<file path="src/rtl/sw_debounce_sync.sv">
// ----------------------------------------------------------------------------
// sw_debounce_sync
//
// Conditions raw slide-switch levels before they reach the switch-selected
// LED counter stage. Each channel passes through a two-flop synchronizer and
// then a debounce counter; the debounced level only changes after the
// synchronized input has disagreed with it for DEBOUNCE_CYCLES consecutive
// clocks. Any single agreeing cycle restarts the count.
//
// Parameters
//   WIDTH            number of switch channels
//   DEBOUNCE_CYCLES  consecutive disagreeing cycles required (>= 1)
//   CNT_W            debounce counter width, derived from DEBOUNCE_CYCLES
//
// Ports
//   clk        in   system clock, all state updates on the rising edge
//   reset      in   synchronous reset, active-high
//   sw_in      in   raw asynchronous switch levels
//   sw_out     out  debounced, synchronized switch levels (registered)
//   sw_rise    out  one-cycle pulse per bit when sw_out goes 0->1
//   sw_fall    out  one-cycle pulse per bit when sw_out goes 1->0
//   sw_onehot  out  high when exactly one bit of sw_out is set
// ----------------------------------------------------------------------------
module sw_debounce_sync #(
    parameter int unsigned WIDTH           = 4,
    parameter int unsigned DEBOUNCE_CYCLES = 1000000,
    parameter int unsigned CNT_W           = $clog2(DEBOUNCE_CYCLES + 1)
) (
    input  logic             clk,
    input  logic             reset,
    input  logic [WIDTH-1:0] sw_in,
    output logic [WIDTH-1:0] sw_out,
    output logic [WIDTH-1:0] sw_rise,
    output logic [WIDTH-1:0] sw_fall,
    output logic             sw_onehot
);

    // Terminal count: the update happens on the edge where the counter already
    // holds DEBOUNCE_CYCLES-1, so the counter itself never exceeds that value.
    localparam logic [CNT_W-1:0] CNT_LAST = CNT_W'(DEBOUNCE_CYCLES - 1);

    logic [WIDTH-1:0] sync1_q;
    logic [WIDTH-1:0] sync2_q;

    logic [CNT_W-1:0] cnt_q [WIDTH];
    logic [CNT_W-1:0] cnt_d [WIDTH];

    logic [WIDTH-1:0] out_q;
    logic [WIDTH-1:0] out_d;
    logic [WIDTH-1:0] rise_q;
    logic [WIDTH-1:0] rise_d;
    logic [WIDTH-1:0] fall_q;
    logic [WIDTH-1:0] fall_d;

    // ------------------------------------------------------------------------
    // Per-channel debounce next-state. Channels never interact.
    // ------------------------------------------------------------------------
    always_comb begin
        out_d  = out_q;
        rise_d = '0;
        fall_d = '0;
        for (int unsigned i = 0; i < WIDTH; i++) begin
            cnt_d[i] = cnt_q[i];
            if (sync2_q[i] == out_q[i]) begin
                // Agreement (including a bounce back) discards the count.
                cnt_d[i] = '0;
            end else if (cnt_q[i] == CNT_LAST) begin
                out_d[i]  = sync2_q[i];
                cnt_d[i]  = '0;
                rise_d[i] = sync2_q[i];
                fall_d[i] = ~sync2_q[i];
            end else begin
                cnt_d[i] = cnt_q[i] + CNT_W'(1);
            end
        end
    end

    // ------------------------------------------------------------------------
    // State registers; reset has priority over every update.
    // ------------------------------------------------------------------------
    always_ff @(posedge clk) begin
        if (reset) begin
            sync1_q <= '0;
            sync2_q <= '0;
            out_q   <= '0;
            rise_q  <= '0;
            fall_q  <= '0;
            for (int unsigned i = 0; i < WIDTH; i++) begin
                cnt_q[i] <= '0;
            end
        end else begin
            sync1_q <= sw_in;
            sync2_q <= sync1_q;
            out_q   <= out_d;
            rise_q  <= rise_d;
            fall_q  <= fall_d;
            for (int unsigned i = 0; i < WIDTH; i++) begin
                cnt_q[i] <= cnt_d[i];
            end
        end
    end

    // ------------------------------------------------------------------------
    // Outputs. sw_onehot decodes only registered state, so no path exists
    // from sw_in to any output. x & (x-1) clears the lowest set bit, leaving
    // zero exactly when at most one bit was set.
    // ------------------------------------------------------------------------
    always_comb begin
        sw_onehot = (out_q != '0) && ((out_q & (out_q - WIDTH'(1))) == '0);
    end

    assign sw_out  = out_q;
    assign sw_rise = rise_q;
    assign sw_fall = fall_q;

endmodule
</file>
<file path="config.mk">
export PLATFORM = sky130hd
export DESIGN_NAME = sw_debounce_sync
export DESIGN_NICKNAME = d
export VERILOG_FILES = /design/src/rtl/sw_debounce_sync.sv
export SDC_FILE = /design/constraint.sdc
export NUM_CORES = 1
export LEC_CHECK = 0
export BUFFER_PORTS_ARGS = -buffer_cell sky130_fd_sc_hd__buf_2
export CELL_PAD_IN_SITES_DETAIL_PLACEMENT = 0
export CELL_PAD_IN_SITES_GLOBAL_PLACEMENT = 1
export CORE_UTILIZATION = 49
export CTS_BUF_LIST = sky130_fd_sc_hd__clkbuf_2
export DETAILED_ROUTE_END_ITERATION = 8
export GPL_ROUTABILITY_DRIVEN = 0
export HOLD_SLACK_MARGIN = 0.03
export PLACE_DENSITY = 0.9
export SLEW_MARGIN = 20
export SYNTH_ARGS = -nofsm -noshare
export SYNTH_HDL_FRONTEND = slang
export SYNTH_SLANG_ARGS = --single-unit
</file>
<file path="constraint.sdc">
create_clock -name clk -period 2.35 [get_ports clk]
set_clock_uncertainty 0.2 [all_clocks]
set_input_delay 0.235 -clock clk [delete_from_list [all_inputs] [get_ports clk]]
set_output_delay 0.235 -clock clk [all_outputs]
set_load 0.01 [all_outputs]
</file>
Yosys cells after proc, flatten, opt, wreduce, memory -nomap -nowiden:

Memories as Yosys holds them, arrays and structs flattened.
Cells that the tools add are included.

* memories kept: 1
* flip-flop bits (word level): 20
* memory bits (writable): 80
* output and inout port bits: 13
* bits of input ports: 6
* latch bits: 0
* bits in read-only memories: 0

* order comparisons: 0
* reductions and logical operators: 11
* $add $sub $neg: 5
* $mul: 0
* shifts and indexed selects: 0
* eq/ne operators: 8
* muxes and demuxes: 15
* bitwise operators: 17
* div/mod/pow operators: 0

Memories
* cnt_q: depth 4, width 20, rd ports 4, clocked after Yosys merged registers in 0, wr ports 4, line 45 `logic [CNT_W-1:0] cnt_q [WIDTH];`

Operator list (count)
* $mux W20: 12
* $add A20 B1 Y20 const B: 4
* $eq A20 B20 Y1 const B: 4
* $not A1 Y1: 12
* $reduce_or A3 Y1: 4
* $reduce_and A2 Y1: 4
* $and A4 B4 Y4: 1
* $eq A1 B1 Y1: 4
* $logic_not A4 Y1: 1
* $or A1 B1 Y1: 4
* $reduce_bool A4 Y1: 1
* $sub A4 B1 Y4 const B: 1
* $mux W1: 3
* $logic_and A1 B1 Y1: 1

Depth between registers and ports, before layout:

* depth in word-level cells: 4
* gate-level depth with buffers: 6

Worst setup path after synthesis:

No wires, ideal clock.

* path type: register -> register
* start point: memory cnt_q[1][10] in the netlist's numbering
* end point: memory cnt_q[1][11] in the netlist's numbering
* path buffers: 1
* period minus slack after synthesis: 2.162 ns
* cell stages (with the launch flop): 6
* required time: 2.035 ns
* arrival time: 1.848 ns
* setup time: 0.115 ns
* slack: 0.188 ns
* cell sequence: dfxtp_1 -> or4_1 -> or4_4 -> o21ai_2 -> buf_6 -> nor2_1

RTL lines (line)
* from (decl): 45

==> impl_metrics.env <==
export IMPL_worstPathMaxFanout=7
export IMPL_regToRegSetupSlack_ns=0.12
export IMPL_clock_latency_ns=0.57
export IMPL_end_kind="flip-flop"
export IMPL_synth_warnings=0
export IMPL_syn_area_um2=4350
export IMPL_grt_max_degree=25
export IMPL_maxCapViolations=0
export IMPL_finalCriticalPeriod_ns=2.23
export IMPL_grt_pass1_wl_mm=14.6
export IMPL_grt_pass1_vias=3271
export IMPL_drtPass1Iterations=4
export IMPL_seq_area_frac_synth_pct=46.0
export IMPL_viasPerCell=5.60
export IMPL_cts_tree="yes"
export IMPL_critical_path_slowest_cell="or4_1"
export IMPL_dr_total_vias=3637
export IMPL_nets=547
export IMPL_report_final_slew_viol_count=0
export IMPL_leakagePower_nw=1.48
export IMPL_dieHeight_um=96.3
export IMPL_initial_core_util_pct=50.2
export IMPL_slowest_delay_ns=0.50
export IMPL_regArea_um2=2010
export IMPL_drc_errors=0
export IMPL_max_slew_margin_rel_pct=72.1
export IMPL_clock_fmax_ghz=0.448
export IMPL_drive_above_1_share_pct=12.4
export IMPL_finalHoldViolCount=0
export IMPL_yosys_area_top_type="dfxtp_1"
export IMPL_finalSetupTns_ns=0
export IMPL_synth_most_common_cell="dfxtp_1"
export IMPL_syn_inst=498
export IMPL_grt_antenna_before_repair=0
export IMPL_n_antenna_cell=0
export IMPL_total_power_mw=2.62
export IMPL_path_delay_family="simple AND/OR/NAND/NOR gates"
export IMPL_clk_pin_slew_ns=0.28
export IMPL_syn_to_final_growth_pct=11.4
export IMPL_arrival_ns=2.55
export IMPL_worst_ep_required_time_ns=2.67
export IMPL_crit_chain="ha_1 -> nand2_1 -> or3_1 -> or4_1 -> a21oi_1"
export IMPL_synth_ff_type="dfxtp_1"
export IMPL_routedWlPerCell_um=13.3
export IMPL_cts_buffers=9
export IMPL_port_buffers=18
export IMPL_cts_sinks=100
export IMPL_power_density_nw_per_um2=539
export IMPL_worstMarginPinSlew_ns=0.413
export IMPL_fin_crit_sh_pct=95.0
export IMPL_synth_edf_count=0
export IMPL_core_area_um2=8680
export IMPL_io_pins=19
export IMPL_rows=34
export IMPL_worst_setup_path_start_kind="flip-flop"
export IMPL_setup_violations_final=0
export IMPL_hp_class="flip-flop to flip-flop"
export IMPL_synth_top_cells_by_area="dfxtp_1 (46%), xnor2_1 (6.0%), nor2_1 (5.3%)"
export IMPL_synth_cell_types=39
export IMPL_synthesis_nets=508
export IMPL_die_area_um2=9260
export IMPL_grt_usage_pct=20.3
export IMPL_wirelength_mm=8.64
export IMPL_ys_ff_latch=100
export IMPL_gr_total_overflow=0
export IMPL_hpwl_mm=6.11
export IMPL_synth_avg_cell_area_um2=8.74
export IMPL_ys_top_cells_by_count="dfxtp_1 (100), nor2_1 (61), nand3_1 (40), a21oi_1 (37), xnor2_1 (30)"
export IMPL_run_status="finished, final reports clean"
export IMPL_vdd_ir_drop_max_mv=0.316
export IMPL_worstSetupPathType="flip-flop to flip-flop"
export IMPL_async_flop_share_pct=0
export IMPL_crit_buf_inv=0
export IMPL_synth_top_cell_area_share_pct=46.0
export IMPL_cts_root_buf="clkbuf_2"
export IMPL_ant_nets=0
export IMPL_multi_input_area_um2=2250
export IMPL_h_tree_depth=3
export IMPL_nFillCells=835
export IMPL_clk_path_buf_depth=2
export IMPL_drt_iter0_markers=88
export IMPL_rsz0062_at_grt="false"
export IMPL_fp_dieW_um=96.3
worst paths after layout:
path	depth (start not counted)	end	startpoint
worst min register to register	1	sync2_q[1]	sync1_q[1]
worst min-delay path	1	sync2_q[1]	sync1_q[1]
worst max-delay path	5	cnt_q[2][18]	cnt_q[2][0]
worst max register to register	5	cnt_q[2][18]	cnt_q[2][0]
placed cells by master (no fill, tap or decap), types with 13 or more instances in the layout:
cell type   n
xor2_1     14
dfxtp_1    98
nor2_1     61
a21oi_1    37
or4_1      18
nand2_1    29
buf_2      18
or3_1      21
nor3_1     13
buf_4      13
xnor2_1    30
nand3_1    40
o21ai_0    22
report_power, final:
part	switching, mW	internal, mW	total (mW)
logic	0.0258	0.0257	0.0515
clock network	0.597	0.252	0.849
registers	0.00477	1.71	1.71
flip-flops by register name, indices dropped and copies added, names as in the netlist:
signal	cells
sw_fall	4
sync2_q	4
cnt_q	80
sync1_q	4
sw_rise	4
sw_out	4
what timing repair did:
| item | in CTS | in global routing |
|---|---|---|
| hold buffers | 9 | 0 |
| setup buffers | 1 | 0 |
| hold endpoints to repair | 20 | 0 |
| setup endpoints to repair | 1 | 1 |
| resized for setup | 6 | 1 |
per-stage QoR:
step                hold WS, ns  util [%]  cell area, um2  cells  worst slack [ns]
floorplan                 0.163         -            4350    498             0.188
global placement          0.217      53.2            4620    624             0.152
detailed placement        0.226      53.2            4620    624            0.0971
CTS                       0.230      55.8            4850    650            0.0553
global route              0.245      55.9            4850    650           0.00432
finish                    0.237      55.9            4850    650             0.118
per-layer routing:
metal | routed length [um] | global-route usage (%) | part of all wire [%] | vias to the layer above
met5 | 0 | 0 | 0 | -
met3 | 171 | 5.06 | 2.0 | 7
met1 | 4300 | 25.8 | 50 | 1734
met2 | 4090 | 33.9 | 47 | 26
li1 | - | - | - | 1870
met4 | 80 | 5.97 | 0.93 | 0
cells by family after synthesis:
family	after synthesis	synth area share, %
AOI/OAI and AO/OA	77	10.2
xor gates and xnor gates	44	8.85
adders and majority gates	4	1.15
buffers and inverters	23	2.50
DFF	100	46.0
and+or+nand+nor	250	31.3
cell type report:
| type | count | share of cell area, % |
|---|---|---|
| multi-input combinational | 375 | 46.5 |
| sequential | 100 | 41.4 |
| timing repair buffer | 41 | 6.14 |
| tap | 108 | 2.79 |
| clock inverter | 7 | 1.52 |
| clock buffer | 9 | 0.929 |
| inverter | 10 | 0.774 |
Note: power is estimated with default switching activity, not from simulation.
